`src/rtl/apb_spi_ctrl_if.sv`:
```
// APB3 bus bundle between the CPU-side master and the SPI control register slave.
interface apb_spi_ctrl_if #(
  parameter int PADDR_W = 8,
  parameter int PDATA_W = 32
);
  logic               psel;
  logic               penable;
  logic               pwrite;
  logic [PADDR_W-1:0] paddr;
  logic [PDATA_W-1:0] pwdata;
  logic [PDATA_W-1:0] prdata;
  logic               pready;
  logic               pslverr;

  modport master (
    output psel, penable, pwrite, paddr, pwdata,
    input  prdata, pready, pslverr
  );

  modport slave (
    input  psel, penable, pwrite, paddr, pwdata,
    output prdata, pready, pslverr
  );
endinterface

```
`src/rtl/apb_spi_ctrl.sv`:
```
// APB3 register slave that feeds one byte at a time to an SPI master through a
// start/done handshake and exposes the received byte, status flags and an interrupt.
module apb_spi_ctrl #(
  parameter int PADDR_W = 8,
  parameter int PDATA_W = 32
) (
  input  logic                clk,
  input  logic                reset,
  apb_spi_ctrl_if.slave       apb,
  output logic [7:0]          spi_data_in,
  output logic                spi_start,
  input  logic                spi_done,
  input  logic [7:0]          spi_rx_data,
  output logic                irq
);

  typedef enum logic [1:0] {S_IDLE, S_LAUNCH, S_XFER} state_t;

  state_t     r_state;
  logic       r_en;
  logic       r_irq_en;
  logic [7:0] r_tx_hold;
  logic       r_tx_full;
  logic [7:0] r_rx_data;
  logic       r_rx_valid;
  logic       r_rx_ovr;
  logic       r_tx_ovf;
  logic [7:0] r_spi_data;
  logic       r_spi_start;

  logic       w_acc;
  logic       w_addr_ok;
  logic [1:0] w_reg;
  logic       w_wr;
  logic       w_rd;
  logic       w_launch;
  logic       w_tx_wr;
  logic       w_tx_ovf;
  logic       w_tx_ok;
  logic       w_rx_rd;
  logic       w_st_wr;
  logic       w_done;
  logic       w_busy;
  logic [7:0] w_status;
  logic       w_unused;

  assign w_acc     = apb.psel & apb.penable;
  assign w_addr_ok = (apb.paddr[PADDR_W-1:4] == '0);
  assign w_reg     = apb.paddr[3:2];
  assign w_wr      = w_acc & apb.pwrite & w_addr_ok;
  assign w_rd      = w_acc & ~apb.pwrite & w_addr_ok;
  assign w_launch  = (r_state == S_IDLE) & r_en & r_tx_full;
  assign w_tx_wr   = w_wr & (w_reg == 2'd1);
  // A launch in this cycle empties the holding byte, so a concurrent write is not an overflow.
  assign w_tx_ovf  = w_tx_wr & r_tx_full & ~w_launch;
  assign w_tx_ok   = w_tx_wr & ~w_tx_ovf;
  assign w_rx_rd   = w_rd & (w_reg == 2'd2);
  assign w_st_wr   = w_wr & (w_reg == 2'd3);
  assign w_done    = (r_state == S_XFER) & spi_done;
  assign w_busy    = (r_state != S_IDLE);
  assign w_status  = {3'b000, r_tx_ovf, r_rx_ovr, r_rx_valid, w_busy, r_tx_full};
  assign w_unused  = ^{apb.pwdata[PDATA_W-1:8], apb.paddr[1:0]};

  always_comb begin
    apb.prdata = '0;
    if (apb.psel & w_addr_ok) begin
      case (w_reg)
        2'd0:    apb.prdata = PDATA_W'({r_irq_en, r_en});
        2'd1:    apb.prdata = '0;
        2'd2:    apb.prdata = PDATA_W'(r_rx_data);
        default: apb.prdata = PDATA_W'(w_status);
      endcase
    end
  end

  assign apb.pready  = 1'b1;
  assign apb.pslverr = w_acc & (~w_addr_ok | w_tx_ovf);
  assign spi_data_in = r_spi_data;
  assign spi_start   = r_spi_start;
  assign irq         = r_irq_en & (r_rx_valid | r_rx_ovr | r_tx_ovf);

  always_ff @(posedge clk or posedge reset) begin
    if (reset) begin
      r_state     <= S_IDLE;
      r_en        <= 1'b0;
      r_irq_en    <= 1'b0;
      r_tx_hold   <= '0;
      r_tx_full   <= 1'b0;
      r_rx_data   <= '0;
      r_rx_valid  <= 1'b0;
      r_rx_ovr    <= 1'b0;
      r_tx_ovf    <= 1'b0;
      r_spi_data  <= '0;
      r_spi_start <= 1'b0;
    end else begin
      case (r_state)
        S_IDLE: begin
          if (w_launch) begin
            r_state     <= S_LAUNCH;
            r_spi_start <= 1'b1;
            r_spi_data  <= r_tx_hold;
          end
        end
        S_LAUNCH: begin
          r_state     <= S_XFER;
          r_spi_start <= 1'b0;
        end
        S_XFER: begin
          if (spi_done) r_state <= S_IDLE;
        end
        default: begin
          r_state     <= S_IDLE;
          r_spi_start <= 1'b0;
        end
      endcase

      if (w_wr && w_reg == 2'd0) begin
        r_en     <= apb.pwdata[0];
        r_irq_en <= apb.pwdata[1];
      end

      if (w_tx_ok) begin
        r_tx_hold <= apb.pwdata[7:0];
        r_tx_full <= 1'b1;
      end else if (w_launch) begin
        r_tx_full <= 1'b0;
      end

      // A read coinciding with done consumes the old byte, so the new one is not an overrun.
      if (w_done) begin
        r_rx_data  <= spi_rx_data;
        r_rx_valid <= 1'b1;
      end else if (w_rx_rd) begin
        r_rx_valid <= 1'b0;
      end

      if (w_done && r_rx_valid && !w_rx_rd) r_rx_ovr <= 1'b1;
      else if (w_st_wr && apb.pwdata[3])    r_rx_ovr <= 1'b0;

      if (w_tx_ovf)                         r_tx_ovf <= 1'b1;
      else if (w_st_wr && apb.pwdata[4])    r_tx_ovf <= 1'b0;
    end
  end

endmodule

```
`src/flat_wrapper.sv`:
```
// flat-port wrapper written by rule: the top's interface ports become plain ports
module apb_spi_ctrl_flat 
#(
  parameter int PADDR_W = 8,
  parameter int PDATA_W = 32
)
  (clk, reset, spi_data_in, spi_start, spi_done, spi_rx_data, irq, apb_psel, apb_penable, apb_pwrite, apb_paddr, apb_pwdata, apb_prdata, apb_pready, apb_pslverr);
  apb_spi_ctrl_if #(.PADDR_W(PADDR_W), .PDATA_W(PDATA_W)) apb_i ();
  input  logic clk;
  input  logic reset;
  output logic [7:0] spi_data_in;
  output logic spi_start;
  input  logic spi_done;
  input  logic [7:0] spi_rx_data;
  output logic irq;
  input wire logic [$bits(apb_i.psel)-1:0] apb_psel;
  input wire logic [$bits(apb_i.penable)-1:0] apb_penable;
  input wire logic [$bits(apb_i.pwrite)-1:0] apb_pwrite;
  input wire logic [$bits(apb_i.paddr)-1:0] apb_paddr;
  input wire logic [$bits(apb_i.pwdata)-1:0] apb_pwdata;
  output wire logic [$bits(apb_i.prdata)-1:0] apb_prdata;
  output wire logic [$bits(apb_i.pready)-1:0] apb_pready;
  output wire logic [$bits(apb_i.pslverr)-1:0] apb_pslverr;
  assign apb_i.psel = apb_psel;
  assign apb_i.penable = apb_penable;
  assign apb_i.pwrite = apb_pwrite;
  assign apb_i.paddr = apb_paddr;
  assign apb_i.pwdata = apb_pwdata;
  assign apb_prdata = apb_i.prdata;
  assign apb_pready = apb_i.pready;
  assign apb_pslverr = apb_i.pslverr;
  apb_spi_ctrl #(.PADDR_W(PADDR_W), .PDATA_W(PDATA_W)) u_core (.clk(clk), .reset(reset), .apb(apb_i), .spi_data_in(spi_data_in), .spi_start(spi_start), .spi_done(spi_done), .spi_rx_data(spi_rx_data), .irq(irq));
endmodule
```
`config.mk`:
```
export PLATFORM = sky130hd
export DESIGN_NAME = apb_spi_ctrl_flat
export DESIGN_NICKNAME = d
export VERILOG_FILES = /design/src/rtl/apb_spi_ctrl_if.sv /design/src/rtl/apb_spi_ctrl.sv /design/src/flat_wrapper.sv
export SDC_FILE = /design/constraint.sdc
export NUM_CORES = 1
export LEC_CHECK = 0
export ABC_AREA = 1
export BUFFER_PORTS_ARGS = -buffer_cell sky130_fd_sc_hd__buf_2
export CELL_PAD_IN_SITES_DETAIL_PLACEMENT = 1
export CELL_PAD_IN_SITES_GLOBAL_PLACEMENT = 1
export CORE_MARGIN = 4
export CORE_UTILIZATION = 31
export CTS_CLUSTER_SIZE = 10
export DETAILED_ROUTE_END_ITERATION = 6
export HOLD_SLACK_MARGIN = 0.12
export PLACE_DENSITY_LB_ADDON = 0.3
export SYNTH_ARGS = -nofsm -noshare
export SYNTH_HDL_FRONTEND = slang
export SYNTH_SLANG_ARGS = --single-unit
```
`constraint.sdc`:
```
create_clock -name clk -period 1.5 [get_ports clk]
set_input_delay 0.15 -clock clk [delete_from_list [all_inputs] [get_ports clk]]
set_output_delay 0.15 -clock clk [all_outputs]
set_load 0.02 [all_outputs]
```
==> impl_metrics.yaml <==
run_status:
  run_status: "finished clean"
worst_setup_path:
  slowest_stage: "dfrtp_1"
  path_buf_inv: 2
  path_class: "reg2out"
  required_ns: 1.35
  path_cells: "buf_4, nor3_2, nor3_1, buf_2"
  r2r_cells: 7
  critPathTopFamily: "flip-flops"
  critPathCaptureType: "primary output"
  start_kind: "flip-flop"
  cp_slowest_stage_delay_ns: 0.42
  rrSetupSlack_ns: 0.22
  path_max_fanout: 3
  r2r_end: "u_core.r_tx_hold[5]"
  arrival_ns: 1.33
  r2r_start: "u_core.r_state[0]"
sta:
  fin_crit_ns: 1.475
  hold_viol: 0
  setup_slack_ns: 0.02477
  setup_viol: 0
  post-route-period-util_pct: 98.35
  tns_ns: 0
  slew_viol_final: 0
  finClkSkew_ns: 0.005613
  max_freq_mhz: 677.9
  rsz0062_at_grt: "yes"
grt:
  antenna_found_initial: 0
  grt_pass1_vias: 1509
  grtUsageTotal_pct: 12.58
  grt_max_degree: 34
  grt_first_pass_wirelength_mm: 7.086
  gr-total-overflow: 0
clock_network:
  clkSinkCount: 33
  h-tree-depth: 2
  insertion_delay_ns: 0.29
  clockBufferDepth: 2
  numCtsBuffers: 5
  cts_root_buf: "clkbuf_8"
  cts_tree: "built"
  cts.clk_slew.worst_paths_ns: 0.07
drt:
  drtIter0Drc: 36
  via_per_inst: 4.342
  ant_nets: 0
  drc: 0
  wirelength_mm: 4.188
  drt_pass1_iterations: 4
  wire_per_inst_um: 12.58
  vias: 1446
finish:
  drive_above_1_share_pct: 35.25
  fin_nets: 314
  layout_common_cells: "66 x nand2_1, 44 x buf_2, 31 x dfrtp_1, 25 x conb_1, 11 x buf_4"
  diodes: 0
  area_growth_syn_to_layout_pct: 25.34
  final_cell_area_um2: 2210
  final_common_cell: "nand2_1"
pwr:
  leakage_nw: 1.202
  comb_power_share_pct: 27.5
  p_clk_share_pct: 26.2
  p_int_mw: 1.693
  p_sw_mw: 0.8272
  power_mw: 2.520
  ir_drop_v: 0.0004876
  switching_share_pct: 32.83
  pwr-share-seq_pct: 46.4
  p_per_area_nw_per_um2: 1140
min_path:
  worst_hold_path_type: "in2reg"
  min-delay-start: "apb_pwdata[2]"
  hold_depth: 3
  min_to: "u_core.r_tx_hold[2]"
floorplanning:
  start_util_pct: 32.02
  die_h_um: 83.41
  die_area_um2: 6957
  num_rows: 27
  fp.dieW_um: 83.41
  core-area_um2: 5507
  io_pins: 98
placed_design:
  globalplace.congestion: 0.7355
  placed_area_um2: 1982
  io_buffers: 46
  pre_cts_ws_ns: 0.09972
  hpwl_mm: 3.147
logic_synthesis:
  synth_cell_type_count: 26
  yosysWarnings: 0
  syn_inst: 194
  syn_avg_cell_area_um2: 9.087
  ys_ff_latch: 33
  synth_area_um2: 1763
  ys_seq_area_share_pct: 46.84
run:
  cap_violations: 0
what timing repair did:
item | 4_1_cts | 5_1_grt
pin swaps | 1 | 4
hold endpoints to repair | 40 | 0
hold buffers | 8 | 0
setup endpoints to repair | 1 | 3
gates resized for setup | 2 | 6
buffers inserted | 3 | 3
layer usage:
| layer | part of all wire [%] | up-vias | track usage (%) |
|---|---|---|---|
| met5 | 0 | - | 0 |
| li1 | - | 708 | - |
| met2 | 51 | 38 | 22.45 |
| met3 | 4.6 | 9 | 3.075 |
| met4 | 2.2 | 0 | 5.848 |
| met1 | 42 | 691 | 14.00 |
layout make-up:
cell class | instances | area (um2)
multi-input combinational | 146 | 778.2
fill | 697 | 3297
clock buffer | 5 | 68.82
sequential | 33 | 828.3
timing repair buffer | 63 | 382.9
clock inverter | 3 | 17.52
inverter | 11 | 43.79
tap | 72 | 90.09
worst max-delay path by stage:
stage          slack, ns  cells after the start            end         startpoint
2_1_floorplan       0.25                      5  apb_prdata[1]       apb_paddr[7]
5_1_grt            -0.05                      5  apb_prdata[1]    u_core.r_irq_en
3_5_place_dp         0.1                      7  apb_prdata[1]       apb_paddr[7]
3_3_place_gp        0.12                      7  apb_prdata[1]       apb_paddr[5]
6_report            0.02                      4  apb_prdata[1]  u_core.r_state[0]
4_1_cts             0.02                      5    apb_pslverr  u_core.r_state[0]
through the flow:
step / cells / hold slack, ns / utilization, %
6_report: 333 / 0.1184 / 40.13
5_1_grt: 333 / 0.1222 / 40.13
4_1_cts: 330 / 0.1213 / 39.54
3_5_place_dp: 311 / 0.2740 / 35.99
3_3_place_gp: 311 / 0.2777 / 35.99
2_1_floorplan: 217 / 0.2789 / -
worst min-delay path: stages:
cell     delay, ns
buf_2         0.08
nand4_1       0.08
nand2_1       0.07
power by group through the flow:
| stage | combinational (mW) | clock (mW) | sequential [mW] |
|---|---|---|---|
| 2_1_floorplan | 0.494 | 0 | 1.19 |
| 3_3_place_gp | 0.588 | 0 | 1.18 |
| 3_5_place_dp | 0.602 | 0 | 1.19 |
| 4_1_cts | 0.672 | 0.685 | 1.17 |
| 5_1_grt | 0.763 | 0.725 | 1.19 |
| 6_report | 0.692 | 0.660 | 1.17 |
synth_stat cells, drive strengths merged:
cell | n | area [um2]
buf | 27 | 210.2
nand3 | 9 | 92.59
nand4 | 8 | 50.05
o21a | 1 | 7.510
nand2 | 67 | 254.0
conb | 2 | 7.510
o31ai | 1 | 7.510
o211ai | 1 | 7.510
nor3 | 3 | 15.01
a21oi | 6 | 45.05
o21ai | 3 | 15.01
nor2 | 14 | 91.34
dfrtp | 33 | 825.8
inv | 11 | 43.80
mux2 | 8 | 90.09
state kept, by name, indices dropped and copies added (netlist names):
signal	count
u_core.r_tx_full	1
u_core.r_tx_ovf	1
u_core.r_rx_valid	1
u_core.r_state	2
u_core.r_tx_hold	8
u_core.spi_data_in	8
u_core.r_en	1
u_core.spi_start	1
u_core.r_rx_ovr	1
u_core.r_irq_en	1
u_core.r_rx_data	8
cells by family (layout without fill, tap and decap cells):
group,after synthesis,after routing,synth area share [%]
other,2,25,0.4260
DFF,33,33,46.84
buffers and inverters,38,82,14.41
and+or+nand+nor,101,101,28.53
muxes,8,8,5.110
AOI/OAI and AO/OA,12,12,4.685
Note: power is estimated with default switching activity, not from simulation.
